[config.mk]
export PLATFORM = sky130hd
export DESIGN_NAME = alu_result_skid
export DESIGN_NICKNAME = d
export VERILOG_FILES = /design/src/rtl/alu_result_skid.sv
export SDC_FILE = /design/constraint.sdc
export NUM_CORES = 1
export LEC_CHECK = 0
export CAP_MARGIN = 20
export CORE_MARGIN = 2
export CORE_UTILIZATION = 50
export DETAILED_ROUTE_END_ITERATION = 10
export PLACE_DENSITY_LB_ADDON = 0.3
export SYNTH_ARGS = -nofsm -noshare
export SYNTH_HDL_FRONTEND = slang
export SYNTH_SLANG_ARGS = --single-unit
[constraint.sdc]
create_clock -name clock -period 4.25 [get_ports clock]
set_input_delay 0.85 -clock clock [delete_from_list [all_inputs] [get_ports clock]]
set_output_delay 0.85 -clock clock [all_outputs]
set_load 0.005 [all_outputs]
[src/rtl/alu_result_skid.sv]
`default_nettype none
// ============================================================================
// alu_result_skid : registered valid/ready output stage for the bitwise logic
// unit, 2-entry skid buffer with capture-time zero/parity/MSB flags.
// Revision: 1.0
// ============================================================================
module alu_result_skid #(
    parameter int WIDTH = 32,
    parameter int OPW   = 5,
    parameter int CNTW  = 16
) (
    input  logic             clock,
    input  logic             reset_n,
    input  logic             in_valid,
    output logic             in_ready,
    input  logic [WIDTH-1:0] in_data,
    input  logic [OPW-1:0]   in_op,
    output logic             out_valid,
    input  logic             out_ready,
    output logic [WIDTH-1:0] out_data,
    output logic [OPW-1:0]   out_op,
    output logic             out_zero,
    output logic             out_parity,
    output logic             out_neg,
    output logic [CNTW-1:0]  xfer_count
);

    typedef enum logic [1:0] {
        EMPTY = 2'b00,
        ONE   = 2'b01,
        FULL  = 2'b10
    } state_t;

    state_t state;
    state_t next_state;

    logic             in_fire;
    logic             out_fire;
    logic             load_head_in;
    logic             load_head_skid;
    logic             load_skid;

    logic             cap_zero;
    logic             cap_parity;
    logic             cap_neg;

    logic [WIDTH-1:0] skid_data;
    logic [OPW-1:0]   skid_op;
    logic             skid_zero;
    logic             skid_parity;
    logic             skid_neg;

    assign in_fire  = in_valid & in_ready;
    assign out_fire = out_valid & out_ready;

    // Flags are derived once at capture and travel with the entry.
    assign cap_zero   = ~|in_data;
    assign cap_parity = ^in_data;
    assign cap_neg    = in_data[WIDTH-1];

    always_comb begin
        next_state     = state;
        load_head_in   = 1'b0;
        load_head_skid = 1'b0;
        load_skid      = 1'b0;
        case (state)
            EMPTY: begin
                if (in_fire) begin
                    load_head_in = 1'b1;
                    next_state   = ONE;
                end
            end
            ONE: begin
                case ({in_fire, out_fire})
                    2'b11: begin
                        load_head_in = 1'b1;
                    end
                    2'b10: begin
                        load_skid  = 1'b1;
                        next_state = FULL;
                    end
                    2'b01: begin
                        next_state = EMPTY;
                    end
                    default: begin
                        next_state = ONE;
                    end
                endcase
            end
            FULL: begin
                // in_ready is low here, so only the drain path is possible.
                if (out_fire) begin
                    load_head_skid = 1'b1;
                    next_state     = ONE;
                end
            end
            default: begin
                next_state = EMPTY;
            end
        endcase
    end

    always_ff @(posedge clock or negedge reset_n) begin
        if (!reset_n) begin
            state     <= EMPTY;
            out_valid <= 1'b0;
            in_ready  <= 1'b1;
        end else begin
            state     <= next_state;
            out_valid <= (next_state != EMPTY);
            in_ready  <= (next_state != FULL);
        end
    end

    always_ff @(posedge clock or negedge reset_n) begin
        if (!reset_n) begin
            out_data   <= '0;
            out_op     <= '0;
            out_zero   <= 1'b0;
            out_parity <= 1'b0;
            out_neg    <= 1'b0;
        end else if (load_head_in) begin
            out_data   <= in_data;
            out_op     <= in_op;
            out_zero   <= cap_zero;
            out_parity <= cap_parity;
            out_neg    <= cap_neg;
        end else if (load_head_skid) begin
            out_data   <= skid_data;
            out_op     <= skid_op;
            out_zero   <= skid_zero;
            out_parity <= skid_parity;
            out_neg    <= skid_neg;
        end
    end

    always_ff @(posedge clock or negedge reset_n) begin
        if (!reset_n) begin
            skid_data   <= '0;
            skid_op     <= '0;
            skid_zero   <= 1'b0;
            skid_parity <= 1'b0;
            skid_neg    <= 1'b0;
        end else if (load_skid) begin
            skid_data   <= in_data;
            skid_op     <= in_op;
            skid_zero   <= cap_zero;
            skid_parity <= cap_parity;
            skid_neg    <= cap_neg;
        end
    end

    always_ff @(posedge clock or negedge reset_n) begin
        if (!reset_n) begin
            xfer_count <= '0;
        end else if (out_fire) begin
            xfer_count <= xfer_count + CNTW'(1);
        end
    end

endmodule
`default_nettype wire

## Word-level counts from Yosys, hierarchy flattened

Index checks and enable logic that the tools add are counted.

- Bits in registers: 100
- Latch bits: 0
- RAM bits: 0
- Memory bits (read-only): 0
- Bits of input ports: 41
- Output and inout bits: 58
- Memories kept: 0

- $add $sub $neg: 1
- $mul: 0
- Div/mod/pow operators: 0
- Magnitude comparators: 0
- Equal/unequal tests: 6
- Shift operators: 0
- Mux-type cells: 21
- Bitwise operators: 2
- Reductions and logical operators: 6

Operators with widths:

| kind | count |
|---|---|
| 32-bit two-way mux | 2 |
| 32-bit OR reduction | 1 |
| 32-bit parity | 1 |
| 16-bit by 1-bit adder with 16-bit output, second input constant | 1 |
| 1-bit two-way mux | 12 |
| 2-bit case mux with 3 select lines | 2 |
| 5-bit two-way mux | 2 |
| 2-bit equality test, second input constant | 3 |
| 2-bit by 1-bit equality test with 1-bit output, second input constant | 2 |
| 2-bit two-way mux | 2 |
| 2-bit nonzero test | 2 |
| 1-bit AND | 2 |
| 2-bit logical NOT | 1 |
| 2-bit != test, second input constant | 1 |
| 1-bit case mux with 2 select lines | 1 |
| 1-bit logical NOT | 1 |

## Depth between registers and ports, before layout

- Depth in word-level cells: 5
- Mapped depth: 7
- Depth with buffers taken out: 7

## Least setup slack after synthesis

OpenSTA, ideal clock, no wires.

- Kind: input -> register
- Start point: input in_data[8]
- End point: register out_parity
- Library setup time: 127 ps
- Data arrival time: 1888 ps
- Required time: 4123 ps
- Path slack: 2235 ps
- Stages on the path: 7
- Path through: inv_1 ha_1 xor2_1 xnor2_1 xnor2_1 xnor2_1 a21oi_1

- Word-level cells in the longest chain between the ends: 2

RTL lines:

| what | RTL line | RTL |
|---|---|---|
| from (decl) | 16 | `input logic [WIDTH-1:0] in_data,` |
| 32-bit parity | 58 | `assign cap_parity = ^in_data;` |
| 1-bit two-way mux | 122 | `end else if (load_head_in) begin` |
| to (signal assigned) | 126 | `out_parity <= cap_parity;` |
| to (signal assigned) | 132 | `out_parity <= skid_parity;` |
| to (decl) | 23 | `output logic out_parity,` |

No other way between the ends.
A chain may end at the register's enable or synchronous reset.

## Final worst setup path

- Start point: input in_valid
- End point: register skid_data[12]

- Word-level cells in the longest chain between the ends: 4

RTL lines:

| what | RTL line | RTL |
|---|---|---|
| from (decl) | 14 | `input logic in_valid,` |
| 1-bit AND | 53 | `assign in_fire = in_valid & in_ready;` |
| 2-bit equality test | 74 | `case ({in_fire, out_fire})` |
| 1-bit two-way mux | 74 |  |
| 1-bit two-way mux | 66 | `case (state)` |
| to (signal assigned) | 145 | `skid_data <= in_data;` |
| to (decl) | 47 | `logic [WIDTH-1:0] skid_data;` |

No other way between the ends.

==> metrics.yaml <==
logic_synthesis:
  netlist_instances: 399
  mappedNetlistNets: 457
  synth_sequential_area_ratio_pct: 55.0
  netlist_top_cells_area: "dfrtp_1, a22o_1, a21o_1"
  synth_commonest_cells: "dfrtp_1, nand2_1, a21o_1, a22o_1, o21ai_1"
  synth_largest_area_cell: "dfrtp_1"
  asr_flop_ratio_synth_pct: 100
  yosys.cell_count.top_type: "dfrtp_1"
  yosys.cell_types.count: 35
  synth-main-ff-cell: "dfrtp_1"
  ys_ff_latch: 98
  synthesis.area_per_instance_um2: 11.2
  synth_area_um2: 4460
  synth_enable_flop_cells: 0
  share_of_yosys_cell_area_claimed_by_the_top_area_cell_type_pct: 54.4
  yosysWarningCount: 0
detailed_routing:
  vias: 3241
  avgViaCountPerCell: 5.35
  drt_wl_total_mm: 9.22
  avgRoutedWirePerCell_um: 15.2
  first_pass_iteration_count_of_the_detailed_router: 4
  detail_route.iter0.violations: 164
  route.detailed.drc: 0
  drt.antenna.violating_nets: 0
clock_tree:
  cts_tree: "yes"
  clock_insertion_delay_worst_skew_ns: 0.37
  max-clock-path-buffers: 2
  clkSinkCount: 98
  cts_repair_resize_count: 0
  cts.root.buffer_cell: "clkbuf_8"
  post-cts-setup-buffers: 0
  clk_pin_slew_worst_paths_ns: 0.09
  number_of_hold_buffers_added_after_cts: 0
  cts_buffers: 9
  cts.htree.levels: 3
finish:
  number_of_filler_instances_in_the_final_layout: 690
  layout.cell_area.non_filler_um2: 5680
  nets: 551
  antenna_cells: 0
  layout.core_utilization_pct: 65.5
  syn_to_final_growth_pct: 27.3
  fraction_of_layout_cells_with_a_size_suffix_above_1_pct: 6.22
placed_design:
  post-dp-hpwl_mm: 6.66
  dp_slack_ns: 1.31
  routabilityCongestion: 0.811
  io_buffers: 98
  placed_area_um2: 5480
hold_path:
  min-delay-path-class: "reg -> reg"
timing:
  worst_slew_pin_slew_ns: 0.893
  timing_hold_violations_final: 0
  finalMaxSlewViolations: 0
  setup_tns_ns: 0
  finalWorstPathRequiredPeriod_ns: 2.57
  finalWorstSetupSlack_ns: 1.68
  maxSlewHeadroom_pct: 40.5
  finalSetupViolations: 0
  clock-skew-final_ns: 0.0126
  rsz0062_at_grt: "no"
  max_clock_freq_mhz: 390
  fin_worst_hold_slack_ns: 0.484
  timing.final.crit_share_pct: 60.4
die:
  core_area_um2: 8680
  row_count: 34
  die_w_um: 98.5
  starting_utilization_of_the_core_area_pct: 51.4
  top_level_ports: 99
  dieArea_um2: 9700
  die_h_um: 98.5
global_routing:
  groute.layer.met3.usage_pct: 4.11
  grt_remaining_overflow: 0
  antenna_found_initial: 0
  gr-max-usage-layer: "met2"
  grtUsageMet1_pct: 27.7
  global_route.usage.total_pct: 20.1
  grt.met2_usage_pct: 32.3
  grt_pass1_vias: 3172
  grt_first_pass_wirelength_mm: 15.6
  largest_net_degree_at_the_start_of_global_routing: 74
power_and_ir_drop:
  power_density_over_the_cells_nw_per_um2: 610
  leakage_nw: 2.84
  vdd_ir_drop_max_v: 0.000287
run:
  cap_violations: 0
setup_path:
  cp_data_required_time_ns: 4.50
  worstSetupPathType: "in -> reg"
  timing.critical_path.fanout_max: 35
  end_kind: "register"
  cp.arrival_ns: 2.81
  start_kind: "input port"
run_status:
  status: "finished clean"
-- final cells by class --
type                            instances  area, um^2  area share [%]
Multi-Input combinational cell        248        1750            30.8
Sequential cell                        98        2450            43.2
Tap cell                              108         135            2.38
Inverter                               33         124            2.18
Timing Repair Buffer                  103        1020            17.9
Clock inverter                          7        77.6            1.37
Clock buffer                            9         124            2.18
-- path summary, 6_finish.rpt --
path / start / end / slack [ns] / depth (start not counted)
worst max-delay path: in_valid / skid_data[12]$_DFFE_PN0P_ / 1.68 / 7
worst min-delay path: out_op[3]$_DFFE_PN0P_ / out_op[3]$_DFFE_PN0P_ / 0.48 / 1
worst max register to register: in_ready$_DFF_PN1_ / skid_data[12]$_DFFE_PN0P_ / 2.11 / 6
worst min register to register: out_op[3]$_DFFE_PN0P_ / out_op[3]$_DFFE_PN0P_ / 0.48 / 1
max in group asynchronous: reset_n / out_data[4]$_DFFE_PN0P_ / 2.75 / 2
min in group asynchronous: reset_n / xfer_count[11]$_DFFE_PN0P_ / 0.58 / 1
-- state kept, by name, indices dropped and copies added (netlist names), 2 cells and up --
| name | flops |
|---|---|
| skid_op | 5 |
| skid_data | 32 |
| xfer_count | 16 |
| out_data | 31 |
| out_op | 5 |
| state | 2 |
-- metal layers --
metal	wire length, um	part of all wire (%)
met3	467	5.1
met1	4130	45
met4	114	1.2
met2	4500	49
met5	0	0
-- logic make-up after synthesis --
kind of cell / count (synthesis) / share of synthesized area (%)
xor gates and xnor gates: 30 / 5.89
and+or+nand+nor: 80 / 8.64
buffers and inverters: 53 / 5.78
muxes: 8 / 1.99
adders and majority gates: 17 / 4.77
DFF: 98 / 55.0
AOI/OAI and AO/OA: 113 / 17.9
-- report_power, final --
group / switching (mW) / internal, mW
Sequential: 0.236 / 1.32
Combinational: 0.543 / 0.753
Clock: 0.335 / 0.277
-- per-stage QoR --
stage / instances / power (mW)
after floorplan: 399 / 2.27
after global placement: 590 / 2.82
after detailed placement: 590 / 2.88
after CTS: 606 / 3.50
after global routing: 606 / 3.72
final: 606 / 3.46
-- cells in the final DEF, fill, tap and decap left out, types with 2 or more instances in the layout --
cell	count
o21ai_1	34
xnor2_1	25
xor2_1	5
a21oi_1	2
inv_1	33
buf_4	6
nor2_1	3
mux2_1	6
inv_6	2
nor2_2	2
clkinv_4	2
nand2_1	50
ha_1	17
dfrtp_1	97
and2_1	2
clkbuf_8	9
clkdlybuf4s50_1	97
a22o_1	37
a21o_1	37
nand3_1	4
nand4_1	7
and3_1	4
-- worst max-delay path, stage by stage --
cell and delay, ns:
clkdlybuf4s50_1 0.46, nand2_1 0.11, nor2_2 0.18, nand3_2 0.58, buf_4 0.45, nand2_1 0.09, o21ai_1 0.08
Note: power is estimated with default switching activity, not from simulation.
